**src/rtl/pixel_pkg.sv**
```systemverilog
// Shared definitions for the pixel processing datapath: channel widths,
// luma coefficients (sum to 256) and the packed {R,G,B} pixel type.
package pixel_pkg;

  localparam int PIXEL_SIZE = 24;
  localparam int CHAN_W     = 8;
  localparam int SUM_W      = 16;

  localparam logic [SUM_W-1:0] COEF_R = 16'd77;
  localparam logic [SUM_W-1:0] COEF_G = 16'd150;
  localparam logic [SUM_W-1:0] COEF_B = 16'd29;

  // Field order puts R in the top byte and B in the bottom byte.
  typedef struct packed {
    logic [CHAN_W-1:0] r;
    logic [CHAN_W-1:0] g;
    logic [CHAN_W-1:0] b;
  } rgb_t;

  // Weighted sum; worst case 255*256 = 65280 fits in 16 bits.
  function automatic logic [SUM_W-1:0] luma_sum(input rgb_t p);
    return COEF_R * SUM_W'(p.r) + COEF_G * SUM_W'(p.g) + COEF_B * SUM_W'(p.b);
  endfunction

endpackage

```
**src/rtl/rgb_to_luma.sv**
```systemverilog
// First two pipeline stages: capture the pixel, then form the weighted luma
// sum. The 8-bit luma is the truncated upper byte of the registered sum.
module rgb_to_luma
  import pixel_pkg::*;
(
  input  logic                  clk,
  input  logic                  reset,
  input  logic                  en,
  input  logic [PIXEL_SIZE-1:0] data,
  output logic [CHAN_W-1:0]     y
);

  rgb_t             s1_q;
  logic [SUM_W-1:0] sum_q;
  logic [7:0]       unused_frac;

  // S1 captures the raw pixel, S2 registers its luma sum; both hold when en=0.
  always_ff @(posedge clk) begin
    if (reset) begin
      s1_q  <= '0;
      sum_q <= '0;
    end else if (en) begin
      s1_q  <= rgb_t'(data);
      sum_q <= luma_sum(s1_q);
    end
  end

  // Truncation rather than rounding: the fractional byte is discarded.
  assign y           = sum_q[SUM_W-1 -: CHAN_W];
  assign unused_frac = sum_q[7:0];

endmodule

```
**src/rtl/pixel_proc_top.sv**
```systemverilog
// Streaming pixel-to-luma processor, latency 3 enabled edges from capture
// to out (data sampled at edge n shows on out after edge n+2).
// Build option: define THRESHOLD_EN to binarise luma against THRESHOLD
// (Y >= THRESHOLD gives white); otherwise luma is replicated on {Y,Y,Y}.
module pixel_proc_top #(
  parameter int          PIXEL_SIZE = 24,
  parameter int unsigned THRESHOLD  = 128
) (
  input  logic                  clk,
  input  logic                  reset,
  input  logic                  en,
  input  logic [PIXEL_SIZE-1:0] data,
  output logic [PIXEL_SIZE-1:0] out
);

  import pixel_pkg::*;

  logic [CHAN_W-1:0] y;

  rgb_to_luma u_luma (
    .clk   (clk),
    .reset (reset),
    .en    (en),
    .data  (data),
    .y     (y)
  );

`ifdef THRESHOLD_EN
  localparam logic [CHAN_W-1:0] THR_Y = CHAN_W'(THRESHOLD);

  // S3: binarise luma into the output register.
  always_ff @(posedge clk) begin
    if (reset) begin
      out <= '0;
    end else if (en) begin
      out <= (y >= THR_Y) ? '1 : '0;
    end
  end
`else
  logic [31:0] unused_threshold;
  assign unused_threshold = THRESHOLD;

  // S3: replicate luma on all three channels into the output register.
  always_ff @(posedge clk) begin
    if (reset) begin
      out <= '0;
    end else if (en) begin
      out <= {3{y}};
    end
  end
`endif

endmodule

```
**config.mk**
```make
export PLATFORM = sky130hd
export DESIGN_NAME = pixel_proc_top
export DESIGN_NICKNAME = d
export VERILOG_FILES = /design/src/rtl/pixel_pkg.sv /design/src/rtl/rgb_to_luma.sv /design/src/rtl/pixel_proc_top.sv
export SDC_FILE = /design/constraint.sdc
export NUM_CORES = 1
export LEC_CHECK = 0
export BUFFER_PORTS_ARGS = -buffer_cell sky130_fd_sc_hd__buf_2
export CAP_MARGIN = 0
export CORE_MARGIN = 1
export CORE_UTILIZATION = 60
export CTS_BUF_LIST = sky130_fd_sc_hd__clkbuf_4 sky130_fd_sc_hd__clkbuf_8
export DETAILED_ROUTE_END_ITERATION = 10
export PLACE_DENSITY_LB_ADDON = 0.12
export SLEW_MARGIN = 20
export SYNTH_ARGS = -nofsm -noshare
export SYNTH_HDL_FRONTEND = slang
export SYNTH_SLANG_ARGS = --single-unit
export TNS_END_PERCENT = 10
```
**constraint.sdc**
```tcl
create_clock -name clk -period 7.2 [get_ports clk]
set_input_delay 1.44 -clock clk [delete_from_list [all_inputs] [get_ports clk]]
set_output_delay 1.44 -clock clk [all_outputs]
set_load 0.05 [all_outputs]
```
After elaboration in Yosys (flattened, before gate mapping)
Cells that the tools add are included.
- add/sub/neg operators: 2
- multiply operators: 3
- div/mod/pow operators: 0
- $lt $le $gt $ge: 0
- equality and inequality tests: 0
- shifts and indexed selects: 0
- multiplexer cells: 0
- bitwise gates (word level): 0
- reduce and logical (&&, ||, !) cells: 0
- operators with widths (kind ; number):
    multiplier 7 x 8 -> 15 bit, first input constant ; 2
    adder 15 x 16 -> 16 bit ; 1
    adder 16 x 13 -> 16 bit ; 1
    multiplier 5 x 8 -> 13 bit, first input constant ; 1
- bits in registers: 64
- latch bits: 0
- memory bits (writable): 0
- memory bits (read-only): 0
- output and inout port bits: 24
- logic and storage cells: 10
- memories kept: 0

Longest topological paths before layout
Gate-level depths: netlist of run 1.
- depth in word-level cells: 3
- mapped depth: 25

Modules after synthesis
Synthesis of run 1 repeated with hierarchy kept, for this count alone.
- cell total of the unflattened synthesis: 481
- area, all modules: 4769.6 um^2
- modules (own cells, without submodules) (module ; instances ; cells an instance ; area an instance (um^2)):
    rgb_to_luma ; 1 ; 439 ; 4364.2
    pixel_proc_top ; 1 ; 42 ; 405.4

Worst setup path before layout of run 1
Ideal clock, no wire load.
- path type: register -> register
- start point: register u_luma.s1_q[12] in the netlist's numbering
- end point: register u_luma.sum_q[14]
- setup time: 0.087 ns
- arrival: 5.921 ns
- required time: 7.113 ns
- path slack: 1.192 ns
- stages on the path, launching flop included: 22
- buffers on the path: 0
- cell sequence: dfxtp_1 -> ha_1 -> ha_1 -> inv_1 -> fa_1 -> fa_1 -> inv_1 -> ha_1 -> xnor2_1 -> fa_1 -> fa_1 -> inv_1 -> fa_1 -> fa_1 -> inv_1 -> ha_1 -> o21ai_1 -> or3_1 -> o21bai_1 -> a31o_1 -> a211oi_1 -> o31ai_1
- cells in the longest elaborated chain, start to end: 3
- RTL lines (element ; RTL line ; RTL):
    start, declared ; rgb_to_luma.sv:13 ; rgb_t s1_q;
    start signal, assigned ; rgb_to_luma.sv:23 ; s1_q <= rgb_t'(data);
    multiplier 7 x 8 -> 15 bit ; pixel_pkg.sv:22 ; return COEF_R * SUM_W'(p.r) + COEF_G * SUM_W'(p.g) + COEF_B * SUM_W'(p.b);
    adder 15 x 16 -> 16 bit ; pixel_pkg.sv:22 ;
    adder 16 x 13 -> 16 bit ; pixel_pkg.sv:22 ;
    end signal, assigned ; rgb_to_luma.sv:24 ; sum_q <= luma_sum(s1_q);
    end, declared ; rgb_to_luma.sv:14 ; logic [SUM_W-1:0] sum_q;
Every way passes these cells.
A chain may end at the register's enable or synchronous reset.

Worst setup path in the final report of run 1
Same ends and word-level chain as after synthesis.

==> impl_metrics.toml, run 1 <==
[yosys]
synth_nets = 660
syn_area_um2 = 4770
synth-async-reset-ratio_pct = 0
ys_seq_area_share_pct = 16.8
synthDistinctLibCells = 53
netlist_instances = 494
ys_ff_latch = 40
ys.flop_type = "dfxtp_1"
avgSynthCellArea_um2 = 9.65
synth_edf_count = 0
ys_warn_count = 0

[drt]
vias = 3337
via_per_inst = 5.30
drt_iter0_drc = 110
routed_wl_mm = 8.68
firstDrtPassIters = 4
ant_nets = 0
wire_per_inst_um = 13.8
remaining_drc_errors = 0

[power]
comb_power_share_pct = 66.6
p_int_mw = 0.765
p_leak_nw = 2.91
p_switching_mw = 0.664
p_seq_share_pct = 19.2
clkPwrFrac_pct = 14.2
power_mw = 1.43
vdd_drop_max_uv = 171
p_per_area_nw_per_um2 = 279
swShare_pct = 46.5

[timing]
setup_viol = 0
worst_pin_slew_ns = 0.759
clock.fmax_mhz = 157
slew_headroom_pct = 49.4
finalHoldViolations = 0
finalCritPeriodShare_pct = 88.3
rsz0062_at_grt = "no"
fin_skew_ns = 0.00510
period_needed_ns = 6.36
drv_slew = 0
setup_tns_ns = 0

[floorplan]
start_util_pct = 62.0
dieArea_um2 = 8300
die_y_um = 91.1
io_pins = 51
core_um2 = 7690
die_w_um = 91.1
rows = 32

[critical_path]
cp_slowest_cell = "fa_1"
path_cells = "ha_1 > ha_1 > inv_1 > fa_1 > fa_1 > inv_1 > ha_1 > xnor2_1 > fa_1 > fa_1 > inv_1 > fa_1 > fa_1 > inv_1 > ha_1 > o21ai_1 > or3_1 > o21bai_1 > a31o_1 > a211oi_1 > o31ai_1"
cp_slowest_stage_delay_ns = 0.54
critPathMaxFanout = 5
required_ns = 7.41
crit_buf_inv = 4
critPathTopFamily = "adder cells"
startpoint_type = "flop"
crit_arrival_ns = 6.57
path_common_cell = "fa_1"
worstSetupPathType = "reg2reg"
critPathCaptureType = "flop"

[clock_network]
insertion_delay_ns = 0.30
hold_buffers = 0
clock_path_buffers = 2
cts.sinks = 40
htreeDepth = 2
post_cts.repair.setup_buffers = 0
cts_tree = "built"
cts_root_buf = "clkbuf_8"
clkTransAtPathRegs_ns = 0.08
cts_resized = 0
cts-buffers-inserted = 5

[global_routing]
antenna_found_initial = 0
grt_first_pass_wirelength_mm = 16.3
grt.total_usage_pct = 24.6
overflow = 0
grt_max_degree = 45
first_global_vias = 3604

[final_layout]
final_core_util_pct = 66.6
fin_cells = 630
area.growth.synth_to_final_pct = 7.48
final_nets = 693
num_antenna_cells = 0
drive_above_1_share_pct = 12.3

[placement]
port_buffers = 50
place_hpwl_mm = 7.22
dp.cells = 622
gp_congestion = 0.856

[run_status]
outcome = "finished clean"

[job]
drv_cap = 0

[min_path]
hp-class = "reg2reg"
==> worst paths after layout <==
| check | from | end | slack (ns) | depth (start not counted) |
|---|---|---|---|---|
| hold reg to reg | u_luma.sum_q[14]$_SDFFE_PP0P_ | u_luma.sum_q[14]$_SDFFE_PP0P_ | 0.47 | 2 |
| setup / recovery | u_luma.s1_q[12]$_SDFFE_PP0P_ | u_luma.sum_q[14]$_SDFFE_PP0P_ | 0.84 | 21 |
| setup reg to reg | u_luma.s1_q[12]$_SDFFE_PP0P_ | u_luma.sum_q[14]$_SDFFE_PP0P_ | 0.84 | 21 |
| hold / removal | u_luma.sum_q[14]$_SDFFE_PP0P_ | u_luma.sum_q[14]$_SDFFE_PP0P_ | 0.47 | 2 |
==> flip-flops by register name, summed over array words and instances, names as in the netlist <==
| signal | count |
|---|---|
| u_luma.sum_q | 8 |
| out | 8 |
| u_luma.s1_q | 24 |
==> cell usage after synthesis (all sizes together), types with 6 or more instances <==
| cell | number | area share, % |
|---|---|---|
| a21oi | 10 | 1.1 |
| nor3 | 6 | 0.63 |
| nor2 | 43 | 3.4 |
| fa | 55 | 23 |
| dfxtp | 40 | 17 |
| nand3 | 8 | 0.84 |
| o21ai | 9 | 0.95 |
| inv | 96 | 7.6 |
| ha | 84 | 22 |
| buf | 21 | 2.9 |
| mux2i | 35 | 7.4 |
| nand2 | 9 | 0.71 |
| nand2b | 7 | 0.97 |
| a21o | 7 | 1.1 |
==> routing by layer <==
metal | global-route usage [%] | up-vias | wire length (µm)
met2 | 43.1 | 39 | 4270
met4 | 8.99 | 0 | 201
met5 | 0 | - | 0
li1 | - | 1677 | -
met3 | 3.52 | 14 | 252
met1 | 30.8 | 1607 | 3950
==> cell type report <==
type	count	area [µm²]
Clock inverter	1	30.0
Inverter	96	360
Tap cell	102	128
Clock buffer	7	96.3
Fill cell	674	2560
Sequential cell	40	801
Timing Repair Buffer	51	258
Multi-Input combinational cell	333	3450
==> power groups by stage <==
stage | Clock (mW) | Sequential [mW] | Combinational [mW]
finish | 0.202 | 0.275 | 0.952
global route | 0.215 | 0.280 | 1.12
CTS | 0.206 | 0.275 | 0.957
detailed placement | 0 | 0.281 | 0.949
global placement | 0 | 0.280 | 0.936
floorplan | 0 | 0.287 | 0.756
==> stage by stage <==
| stage | setup WS, ns | instance area, µm² | hold slack [ns] |
|---|---|---|---|
| after global placement | 0.955 | 5000 | 0.452 |
| after global routing | 0.438 | 5120 | 0.503 |
| after floorplan | 1.19 | 4770 | 0.425 |
| after detailed placement | 0.869 | 5000 | 0.453 |
| after CTS | 0.844 | 5120 | 0.470 |
| final | 0.844 | 5120 | 0.470 |
==> cell usage in the layout, fill, tap and decap left out, types with 7 or more instances in the layout <==
| cell | instances |
|---|---|
| ha_1 | 84 |
| buf_2 | 50 |
| inv_1 | 96 |
| dfxtp_1 | 40 |
| nor2_1 | 43 |
| a21oi_1 | 10 |
| fa_1 | 55 |
| nand3_1 | 8 |
| nand2_1 | 9 |
| clkbuf_8 | 7 |
| a21o_1 | 7 |
| mux2i_1 | 35 |
==> cells by family (layout without fill, tap and decap cells) <==
logic type | count (synthesis) | count (layout) | share of synthesized area (%)
adders and majority gates | 139 | 139 | 45.2
buffers and inverters | 121 | 155 | 10.8
and+or+nand+nor | 90 | 90 | 9.06
AOI/OAI and AO/OA | 59 | 59 | 8.98
DFF | 40 | 40 | 16.8
muxes | 35 | 35 | 7.35
xor gates and xnor gates | 10 | 10 | 1.84
==> worst min-delay path: stages, from the launching register on <==
cell and delay (ns):
dfxtp_1 0.32, nand2_1 0.06, o31ai_1 0.06
No activity file was read; power rests on OpenSTA's default activity.
==> run 2, diff against run 1 <==
ABC_AREA = 1   (was not set)
==> impl_metrics.toml, run 2 <==
[power]
comb_power_share_pct = 76.9
p_seq_share_pct = 13.4
clkPwrFrac_pct = 9.7
p_leak_nw = 2.92
p_int_mw = 0.967
p_per_area_nw_per_um2 = 409
swShare_pct = 54.2
vdd_drop_max_uv = 268
p_switching_mw = 1.14

[global_routing]
first_global_vias = 3799
grt_first_pass_wirelength_mm = 17.3
grt.total_usage_pct = 25.8
overflow = 0
grt_max_degree = 43
antenna_found_initial = 0

[clock_network]
insertion_delay_ns = 0.31
cts-buffers-inserted = 5
cts_resized = 0
cts_root_buf = "clkbuf_8"
clock_path_buffers = 2
cts_tree = "built"
htreeDepth = 2
post_cts.repair.setup_buffers = 0
hold_buffers = 0
clkTransAtPathRegs_ns = 0.10
cts.sinks = 40

[final_layout]
final_common_cell = "inv_1"
finalInstanceArea_um2 = 5160
layout_common_cells = "120 x inv_1, 84 x ha_1, 66 x nand2_1, 66 x nor2_1, 55 x fa_1"
final_nets = 788
top_regs = "u_luma.s1_q x24, out x8, u_luma.sum_q x8"
regMostFlops = "u_luma.s1_q"
num_antenna_cells = 0
area.growth.synth_to_final_pct = 7.03
fillers = 694
largest_register_ffs = 24
drive_above_1_share_pct = 12.2

[floorplan]
die_w_um = 91.7
start_util_pct = 62.1
die_y_um = 91.7
rows = 32
dieArea_um2 = 8400
core_um2 = 7770
io_pins = 51

[yosys]
avgSynthCellArea_um2 = 8.16
post-synth-top-count-cell = "inv_1"
syn_area_um2 = 4820
synth_edf_count = 0
synth_area_leaders = "fa_1 23%, ha_1 22%, dfxtp_1 17%"
yosys.area.top_type = "fa_1"
ys_seq_area_share_pct = 16.6
ys_warn_count = 0
synthDistinctLibCells = 30
netlist_instances = 591
ys.flop_type = "dfxtp_1"
ys_ff_latch = 40
synth_top_area_share_pct = 22.8
synth-async-reset-ratio_pct = 0
synth_nets = 757
post_synth_most_frequent_cells = "120 x inv_1, 84 x ha_1, 66 x nand2_1, 66 x nor2_1, 55 x fa_1"

[timing]
rsz0062_at_grt = "no"
finalCritPeriodShare_pct = 83.3
setup_viol = 0
drv_slew = 0
worst_pin_slew_ns = 0.901
clock.fmax_mhz = 167
period_needed_ns = 6.00
setup_tns_ns = 0
slew_headroom_pct = 39.8
fin_skew_ns = 0.0125
fin_ws_ns = 1.20
finalHoldViolations = 0

[placement]
gp_congestion = 0.928
post-place-ws_ns = 1.22
port_buffers = 50
place_hpwl_mm = 7.76
place_area_um2 = 5040

[run_status]
outcome = "finished clean"

[critical_path]
crit_buf_inv = 6
critPathMaxFanout = 5
cp_slowest_cell = "fa_1"
critPathCaptureType = "flop"
cp_slowest_stage_delay_ns = 0.54
crit_arrival_ns = 6.21
startpoint_type = "flop"
critPathTopFamily = "adder cells"
worstSetupPathType = "reg2reg"
required_ns = 7.41

[drt]
routed.top_layer = "met4"
via_per_inst = 5.18
met1_length_mm = 4.57
remaining_drc_errors = 0
drt_iter0_drc = 137
ant_nets = 0
firstDrtPassIters = 4
vias = 3756
wl_met2_mm = 4.33
routed_wl_mm = 9.49
wire_per_inst_um = 13.1
wl_met3_um = 410

[job]
drv_cap = 0

[min_path]
hp-class = "reg2reg"
==> run 2: final cells by class <==
| cell class | count | area [µm²] | area share [%] |
|---|---|---|---|
| Clock buffer | 6 | 82.6 | 1.60 |
| Clock inverter | 2 | 38.8 | 0.751 |
| Inverter | 123 | 462 | 8.94 |
| Multi-Input combinational cell | 401 | 3390 | 65.7 |
| Sequential cell | 40 | 801 | 15.5 |
| Tap cell | 102 | 128 | 2.47 |
| Timing Repair Buffer | 51 | 258 | 4.99 |
==> run 2: worst paths after layout <==
path                                 start                       endpoint  slack (ns)  cells after the start
max reg2reg   u_luma.s1_q[12]$_SDFFE_PP0P_  u_luma.sum_q[15]$_SDFFE_PP0P_        1.20                     28
max           u_luma.s1_q[12]$_SDFFE_PP0P_  u_luma.sum_q[15]$_SDFFE_PP0P_        1.20                     28
min          u_luma.sum_q[15]$_SDFFE_PP0P_           out[15]$_SDFFE_PP0P_        0.47                      2
min reg2reg  u_luma.sum_q[15]$_SDFFE_PP0P_           out[15]$_SDFFE_PP0P_        0.47                      2
==> run 2: worst register-to-register path, delay by kind of cell, from the launching register on <==
kind	cells	cell delay, ns
AOI/OAI and AO/OA	1	0.19
xor gates and xnor gates	1	0.15
adders and majority gates	10	3.98
buffers and inverters	6	0.26
DFF	1	0.44
and+or+nand+nor	10	0.88
==> run 2: kinds of logic (layout without fill, tap and decap cells) <==
kind of cell | count (synthesis) | count (layout) | share of synthesized area (%)
AOI/OAI and AO/OA | 86 | 86 | 9.29
buffers and inverters | 150 | 182 | 13.0
xor gates and xnor gates | 10 | 10 | 1.82
adders and majority gates | 139 | 139 | 44.6
DFF | 40 | 40 | 16.6
and+or+nand+nor | 166 | 166 | 14.6
==> run 2: power groups by stage <==
stage	clock network (mW)	registers, mW	logic [mW]
after detailed placement	0	0.287	1.62
after floorplan	0	0.295	1.30
after global routing	0.220	0.287	1.92
after CTS	0.210	0.282	1.63
after global placement	0	0.285	1.57
final	0.205	0.282	1.62
==> run 2: stage by stage <==
| stage | hold slack (ns) | total power [mW] | util [%] | cells |
|---|---|---|---|---|
| after CTS | 0.468 | 2.12 | 66.5 | 725 |
| after detailed placement | 0.453 | 1.90 | 64.9 | 717 |
| after global routing | 0.509 | 2.43 | 66.5 | 725 |
| after floorplan | 0.434 | 1.60 | - | 591 |
| final | 0.468 | 2.11 | 66.5 | 725 |
| after global placement | 0.447 | 1.86 | 64.9 | 717 |
==> run 2: metal layers <==
layer	vias up	global-route usage, %
met4	0	7.14
met2	76	43.7
met5	-	0
met3	13	2.40
met1	1775	35.4
li1	1892	-
